**config.mk**
```make
export PLATFORM = sky130hd
export DESIGN_NAME = pipe_ctrl
export DESIGN_NICKNAME = d
export VERILOG_FILES = /design/src/rtl/pipe_ctrl_pkg.sv /design/src/rtl/sat_cnt.sv /design/src/rtl/pipe_ctrl.sv
export SDC_FILE = /design/constraint.sdc
export NUM_CORES = 1
export LEC_CHECK = 0
export ABC_AREA = 1
export CORE_MARGIN = 2
export CORE_UTILIZATION = 26
export CTS_BUF_LIST = sky130_fd_sc_hd__clkbuf_4 sky130_fd_sc_hd__clkbuf_8
export DETAILED_ROUTE_END_ITERATION = 6
export SLEW_MARGIN = 20
export SYNTH_ARGS = -nofsm -noshare
export SYNTH_HDL_FRONTEND = slang
export SYNTH_SLANG_ARGS = --single-unit
```
**constraint.sdc**
```tcl
create_clock -name clk -period 1.8 [get_ports clk]
set_clock_uncertainty 0.2 [all_clocks]
set_input_delay 0.36 -clock clk [delete_from_list [all_inputs] [get_ports clk]]
set_output_delay 0.36 -clock clk [all_outputs]
set_load 0.02 [all_outputs]
```
**src/rtl/pipe_ctrl_pkg.sv**
```systemverilog
// Shared definitions for the pipeline sequencer: FSM state encodings,
// reset/hold levels, stage indices and a small helper.
package pipe_ctrl_pkg;

  // Pipeline FSM states, 2-bit encoding.
  typedef enum logic [1:0] {
    PC_RUN     = 2'd0,
    PC_EXBUSY  = 2'd1,
    PC_BUSWAIT = 2'd2,
    PC_DRAIN   = 2'd3
  } pc_state_t;

  // Reset is asserted low; a stall/hold request is asserted high.
  localparam logic RST_ENABLE  = 1'b0;
  localparam logic HOLD_ENABLE = 1'b1;

  // Default width of jump and vector targets.
  localparam int DEF_ADDR_W = 32;

  // Stage indices for the per-stage control vectors.
  // The PC stage can only be stalled; the other two can also be flushed.
  localparam int STG_PC   = 0;
  localparam int STG_IFID = 1;
  localparam int STG_IDEX = 2;
  localparam int N_STG    = 3;

  // Interrupt drain counter width; holds DRAIN_CYC-1 for DRAIN_CYC in 1..15.
  localparam int DCNT_W = 4;

  // Hold request for every stage at once.
  function automatic logic [N_STG-1:0] stall_all();
    return {N_STG{HOLD_ENABLE}};
  endfunction

endpackage

```
**src/rtl/sat_cnt.sv**
```systemverilog
// Saturating up-counter: advances once per enabled cycle and sticks at
// all-ones instead of wrapping. Clears on asynchronous active-low reset.
module sat_cnt
  import pipe_ctrl_pkg::*;
#(
  parameter int W = 16
) (
  input  logic         clk,
  input  logic         rst,
  input  logic         en,
  output logic [W-1:0] count
);

  logic [W-1:0] count_reg;
  logic [W-1:0] count_next;

  // Increment unless already at the saturation value.
  always_comb begin
    count_next = count_reg;
    if (en && !(&count_reg)) begin
      count_next = count_reg + W'(1);
    end
  end

  // Counter register.
  always_ff @(posedge clk or negedge rst) begin
    if (!rst) begin
      count_reg <= '0;
    end else begin
      count_reg <= count_next;
    end
  end

  assign count = count_reg;

endmodule

```
**src/rtl/pipe_ctrl.sv**
```systemverilog
// Pipeline sequencer for the RV32I core. Turns hazard, jump, multi-cycle EX,
// bus-wait and interrupt events into stall/flush controls for the PC, IF/ID
// and ID/EX registers plus the PC redirect. All controls are combinational
// from the current state and inputs; only the state, the drain counter and
// the stall performance counter are registered.
module pipe_ctrl
  import pipe_ctrl_pkg::*;
#(
  parameter int ADDR_W    = DEF_ADDR_W,
  parameter int DRAIN_CYC = 2,
  parameter int CNT_W     = 16
) (
  input  logic              clk,
  input  logic              rst,
  input  logic              ld_use_i,
  input  logic              ex_jump_i,
  input  logic [ADDR_W-1:0] ex_jaddr_i,
  input  logic              ex_busy_i,
  input  logic              bus_wait_i,
  input  logic              irq_req_i,
  input  logic [ADDR_W-1:0] irq_vec_i,
  output logic              stall_pc_o,
  output logic              stall_ifid_o,
  output logic              stall_idex_o,
  output logic              flush_ifid_o,
  output logic              flush_idex_o,
  output logic              jump_o,
  output logic [ADDR_W-1:0] jaddr_o,
  output logic              irq_ack_o,
  output logic [CNT_W-1:0]  stall_cnt_o
);

  pc_state_t state_reg;
  pc_state_t state_next;

  logic [DCNT_W-1:0] drain_cnt_reg;
  logic [DCNT_W-1:0] drain_cnt_next;

  // Raw decode results before reset masking and flush-over-stall priority.
  logic [N_STG-1:0]  stall_raw;
  logic [N_STG-1:0]  flush_raw;
  logic              jump_raw;
  logic [ADDR_W-1:0] jaddr_raw;
  logic              ack_raw;
  logic              run_eval;

  // Final per-stage controls; the PC stage has no flush.
  logic [N_STG-1:0]  stall_v;
  logic [N_STG-1:1]  flush_v;

  logic rst_active;

  assign rst_active = (rst == RST_ENABLE);

  // Next-state and control decode. EXBUSY/BUSWAIT hold everything while
  // their condition persists and otherwise fall through to the RUN rules in
  // the same cycle, so a jump on a release cycle is not lost.
  always_comb begin
    state_next     = state_reg;
    drain_cnt_next = drain_cnt_reg;
    stall_raw      = '0;
    flush_raw      = '0;
    jump_raw       = 1'b0;
    jaddr_raw      = '0;
    ack_raw        = 1'b0;
    run_eval       = 1'b0;

    case (state_reg)
      PC_EXBUSY: begin
        if (ex_busy_i) begin
          stall_raw = stall_all();
        end else begin
          run_eval = 1'b1;
        end
      end

      PC_BUSWAIT: begin
        // ex_busy_i rising while the bus still waits keeps us here.
        if (bus_wait_i) begin
          stall_raw = stall_all();
        end else begin
          run_eval = 1'b1;
        end
      end

      PC_DRAIN: begin
        // Committed to the interrupt: jumps and load-use are ignored and a
        // dropped request no longer matters.
        flush_raw[STG_IFID] = 1'b1;
        flush_raw[STG_IDEX] = 1'b1;
        if (drain_cnt_reg == '0) begin
          jump_raw   = 1'b1;
          jaddr_raw  = irq_vec_i;
          ack_raw    = 1'b1;
          state_next = PC_RUN;
        end else begin
          stall_raw[STG_PC] = 1'b1;
          drain_cnt_next    = drain_cnt_reg - DCNT_W'(1);
        end
      end

      default: begin
        run_eval = 1'b1;
      end
    endcase

    if (run_eval) begin
      state_next = PC_RUN;
      if (ex_jump_i) begin
        // A resolved jump kills the younger instructions; busy/wait are moot.
        jump_raw            = 1'b1;
        jaddr_raw           = ex_jaddr_i;
        flush_raw[STG_IFID] = 1'b1;
        flush_raw[STG_IDEX] = 1'b1;
      end else if (ex_busy_i) begin
        stall_raw  = stall_all();
        state_next = PC_EXBUSY;
      end else if (bus_wait_i) begin
        stall_raw  = stall_all();
        state_next = PC_BUSWAIT;
      end else if (irq_req_i) begin
        flush_raw[STG_IFID] = 1'b1;
        flush_raw[STG_IDEX] = 1'b1;
        stall_raw[STG_PC]   = 1'b1;
        drain_cnt_next      = DCNT_W'(DRAIN_CYC - 1);
        state_next          = PC_DRAIN;
      end else if (ld_use_i) begin
        // Hold the front end one cycle and insert a single bubble into EX.
        stall_raw[STG_PC]   = 1'b1;
        stall_raw[STG_IFID] = 1'b1;
        flush_raw[STG_IDEX] = 1'b1;
      end
    end
  end

  // FSM state and drain counter registers.
  always_ff @(posedge clk or negedge rst) begin
    if (!rst) begin
      state_reg     <= PC_RUN;
      drain_cnt_reg <= '0;
    end else begin
      state_reg     <= state_next;
      drain_cnt_reg <= drain_cnt_next;
    end
  end

  // Per-stage resolution: flush beats stall, and reset forces every
  // flushable stage to its bubble while releasing all stalls.
  for (genvar gi = 0; gi < N_STG; gi++) begin : g_stage
    assign stall_v[gi] = !rst_active && stall_raw[gi] && !flush_raw[gi];
    if (gi != STG_PC) begin : g_flush
      assign flush_v[gi] = rst_active || flush_raw[gi];
    end
  end

  assign stall_pc_o   = stall_v[STG_PC];
  assign stall_ifid_o = stall_v[STG_IFID];
  assign stall_idex_o = stall_v[STG_IDEX];
  assign flush_ifid_o = flush_v[STG_IFID];
  assign flush_idex_o = flush_v[STG_IDEX];
  assign jump_o       = !rst_active && jump_raw;
  assign jaddr_o      = rst_active ? '0 : jaddr_raw;
  assign irq_ack_o    = !rst_active && ack_raw;

  // Performance counter of PC-stall cycles.
  sat_cnt #(
    .W (CNT_W)
  ) u_stall_cnt (
    .clk   (clk),
    .rst   (rst),
    .en    (stall_pc_o),
    .count (stall_cnt_o)
  );

endmodule

```
After elaboration in Yosys (flattened, before gate mapping)
Cells that the tools add are included.
W data, S select, Z words.
- $mul: 0
- reductions and logical operators: 18
- $add $sub $neg: 2
- multiplexer cells: 47
- divide/modulo/power cells: 0
- $lt $le $gt $ge: 0
- eq/ne operators: 3
- shifts and indexed selects: 0
- bitwise gates (word level): 1
- operator list (kind ; count):
    $mux W32 ; 5
    $mux W2 ; 14
    $mux W4 ; 7
    $add A16 B1 Y16 const B ; 1
    $reduce_and A16 Y1 ; 1
    $mux W3 ; 5
    $mux W1 ; 13
    $logic_and A1 B1 Y1 ; 8
    $pmux W1 S3 ; 2
    $eq A2 B2 Y1 const B ; 2
    $logic_not A4 Y1 ; 1
    $pmux W2 S2 ; 1
    $reduce_bool A2 Y1 ; 2
    $sub A4 B1 Y4 const B ; 1
    $logic_not A1 Y1 ; 3
    $eq A2 B1 Y1 const B ; 1
    $logic_or A1 B1 Y1 ; 2
    $reduce_and A2 Y1 ; 1
    $not A1 Y1 ; 1
- word-level logic and storage cells: 74
- flip-flop bits (word level): 22
- ROM bits: 0
- input port bits: 71
- latch bits: 0
- memories: 0
- bits in writable memories: 0
- output and inout bits: 55

Depth between registers and ports, before layout
- depth in word-level cells: 11
- gate-level depth with buffers: 12
- depth with buffers taken out: 11

By module
A second synthesis with hierarchy kept.
- cell total of the unflattened synthesis: 359
- area total of the unflattened synthesis: 2328.5 sq um
- modules (own cells, without submodules) (module ; area each (sq um) ; cells each ; times used ; seq. area each (sq um)):
    pipe_ctrl ; 1238.7 ; 199 ; 1 ; 150.1
    sat_cnt ; 1089.8 ; 160 ; 1 ; 400.4

Worst setup path after synthesis
OpenSTA, ideal clock, no wires.
- path type: reg-to-output
- start point: register state_reg[0]
- end point: output stall_idex_o
- path slack: -0.466 ns
- cell stages (with the launch flop): 8
- data required time: 1.240 ns
- data arrival time: 1.706 ns
- buffers on the path: 0
- path through: dfrtp_1 > inv_1 > ha_1 > nand2_1 > nand3_2 > nand2_1 > nand4_1 > nor3_1
- longest elaborated chain between the ends: 10
- elaborated cells between the ends (all ways): 19
- those cells by class: 3 x eq/ne; 13 x mux; 3 x reduce/logical
- RTL lines (item ; line ; RTL):
    start: declaration ; pipe_ctrl.sv:33 ; pc_state_t state_reg;
    start signal: assignment ; pipe_ctrl.sv:142 ; state_reg <= state_next;
    $eq A2 B2 Y1 ; pipe_ctrl.sv:68 ; case (state_reg)
    $mux W2 ; pipe_ctrl.sv:68 ;
    $mux W1 ; pipe_ctrl.sv:127 ; end else if (ld_use_i) begin
    $mux W1 ; pipe_ctrl.sv:121 ; end else if (irq_req_i) begin
    $mux W2 ; pipe_ctrl.sv:118 ; end else if (bus_wait_i) begin
    $mux W2 ; pipe_ctrl.sv:115 ; end else if (ex_busy_i) begin
    $mux W2 ; pipe_ctrl.sv:109 ; if (ex_jump_i) begin
    $mux W2 ; pipe_ctrl.sv:107 ; if (run_eval) begin
    $logic_not A1 Y1 ; pipe_ctrl.sv:150 ; assign stall_v[gi] = !rst_active && stall_raw[gi] && !flush_raw[gi];
    $logic_and A1 B1 Y1 (*) ; pipe_ctrl.sv:150 ;
    end: declaration ; pipe_ctrl.sv:24 ; output logic stall_idex_o,
Every way passes the cells marked *; elsewhere a longest branch is shown, timed or not.

Worst setup path in the final report
Ends and elaborated chain as after synthesis.

==> run metrics <==
status complete, but fails checks; failing checks negative setup slack; clock-pin slew on the worst setup and hold paths 0.09 ns; final WL 8.50 mm; Avg Vias per Cell 4.74; Post-synth EDFFs 0; Crit. End Element output pin; clk root buf clkbuf_8; Placer Congestion 0.855; ratio of cells with drive above 1 in the final layout 0.358; largest net degree at the start of global routing 24; remaining antenna violation count 0; max FFs per register 16; Layout area overhead 121%; Leak 2.17 nW; placed cell count 587; drt wl/cell 14.0 microns; Final Hold Fails 0; Crit Path Class reg -> out; Primary FF master, synth dfrtp_1; top post-synthesis cells by area dfrtp_1, nand2_1, nand4_1, inv_1, o21ai_0; Yosys Warn Count 0; TNS Setup -24.87 ns; Core ar. 7770 sq um; nets@finish 583; antenna violations before repair 0; RSZ-0062 raised after global routing true; CTS sink cnt 22; grt total ovfl 0; Initial DRC Count 120; sequential share of the synthesized area 0.262; Starting Density 0.271; Slew @ Worst Pin 0.339 ns; share of the synthesized area in the top cell type 0.262; fin crit share 1.36; Rows 32; synthesized cell area 2100 sq um; Die Span X 93.9 microns; CTS tree built; chip height 93.9 microns; most common cell in the netlist nand2_1; final setup vio count 57; syn_area_per_cell 6.35 sq um; multi-input logic area 1790 sq um; Longest Clk Path Bufs 2; PD cells 852 nW/um^2; fmax 0.409 GHz; die area 8820 sq um; first-pass GRT wire length 13.1 mm; post-route insts no fill 607; vias post-DR 2878; Yosys top cell by area dfrtp_1; Buffers on Ports 125; worst setup slack after layout -0.643 ns; WP data required 1.24 ns; dpl hpwl 6.35 mm; Total GRT Usage 0.183; post-detailed-route DRC marker count 0; ys async rst share 1.00; CTS buffer count 3; io pins 126; Clock Latency Late Sink 0.27 ns; Max VDD drop 0.617 mV; Max Cap Viol 0; synth cell count leaders nand2_1, inv_1, nand4_1, o21ai_0, nand3_1; library cells used by synthesis 27; Filler cells 713; htree depth 1; cells after synthesis 331; final worst path period need 2.44 ns; vias in the first global route 2722; First-pass DRT Iterations 4; Synth Net Count 408; max_slew headroom 0.774; Synth Register Bits 22; crit path max fanout 5; ANT cells 0; Slew Limit Fails 0; WP data arrival 1.88 ns; worst hold path type in -> async; FF/Latch Area 556 sq um; critical path launch point type flip-flop
[metrics by stage]
stage,hold slack (ns),utilization,setup WS [ns],power (mW),area [sq um]
3_5_place_dp,0.0845,0.551,-1.11,3.18,4280
3_3_place_gp,0.0863,0.551,-1.04,3.14,4280
5_1_grt,0.146,0.597,-0.712,4.21,4640
2_1_floorplan,-0.136,-,-0.275,2.11,2640
4_1_cts,0.130,0.576,-0.669,3.68,4470
6_report,0.131,0.597,-0.643,3.95,4640
[final cells by class]
type	count	area share
multi-input combinational	234	0.385
timing repair buffer	186	0.407
sequential	22	0.120
tap	102	0.0275
inverter	59	0.0483
clock buffer	4	0.0119
[what timing repair did]
item                                    CTS  global route
setup buffers                             6             4
endpoints found under the hold margin    19             0
pin swaps                                 6             9
cloned                                    1             2
endpoints found under the setup margin   74            61
gates resized for setup                 249            22
hold buffers                              3             0
[power breakdown]
| part | internal (mW) | switching [mW] |
|---|---|---|
| Clock | 0.195 | 0.171 |
| Combinational | 1.43 | 1.42 |
| Sequential | 0.611 | 0.118 |
| Total | 2.24 | 1.71 |
[logic make-up (layout without fill, tap and decap cells)]
logic type | count (synthesis) | count (layout) | share of synthesized area
XOR/XNOR | 9 | 9 | 0.0375
buffers and inverters | 76 | 249 | 0.145
AO/OA/AOI/OAI | 45 | 45 | 0.112
flip-flops | 22 | 22 | 0.262
AND/OR/NAND/NOR | 173 | 174 | 0.408
adder cells (fa/ha/maj) | 6 | 6 | 0.0357
[metal layers]
metal	vias to the layer above	routed length, microns	track usage	part of all wire
li1	1452	-	-	-
met1	1356	3670	0.246	0.43
met3	15	303	0.0297	0.036
met4	0	157	0.0374	0.018
met2	55	4370	0.308	0.51
met5	-	0	0	0
[worst paths after layout]
check | from | endpoint | slack [ns] | cells past startpoint
max in group asynchronous | rst | u_stall_cnt.count[10] | 0.55 | 4
worst max register to register | state_reg[0] | u_stall_cnt.count[10] | -0.14 | 10
worst min register to register | u_stall_cnt.count[1] | u_stall_cnt.count[1] | 0.33 | 2
min in group clk | u_stall_cnt.count[1] | u_stall_cnt.count[1] | 0.33 | 2
worst max-delay path | state_reg[0] | stall_idex_o | -0.64 | 9
worst min-delay path | rst | u_stall_cnt.count[0] | 0.13 | 4
[worst max-delay path: stages (launching register included)]
cell	delay, ns
dfrtp_2	0.43
inv_2	0.06
ha_2	0.19
inv_2	0.09
nand3_4	0.13
buf_6	0.16
nand3_1	0.06
nand4_1	0.17
nor3_4	0.19
buf_6	0.14
[layout by cell type, fill, tap and decap left out, types with 5 or more instances in the layout]
master,count
buf_6,40
dfrtp_1,18
dlygate4sd2_1,16
buf_4,45
inv_1,53
nand4_1,41
nand2_1,69
inv_2,5
nor2_1,12
xnor2_1,5
buf_12,9
nand3_1,24
clkdlybuf4s50_1,69
o21ai_4,30
nor2_4,5
nand2_2,8
Power figures use the tool's default switching activity.
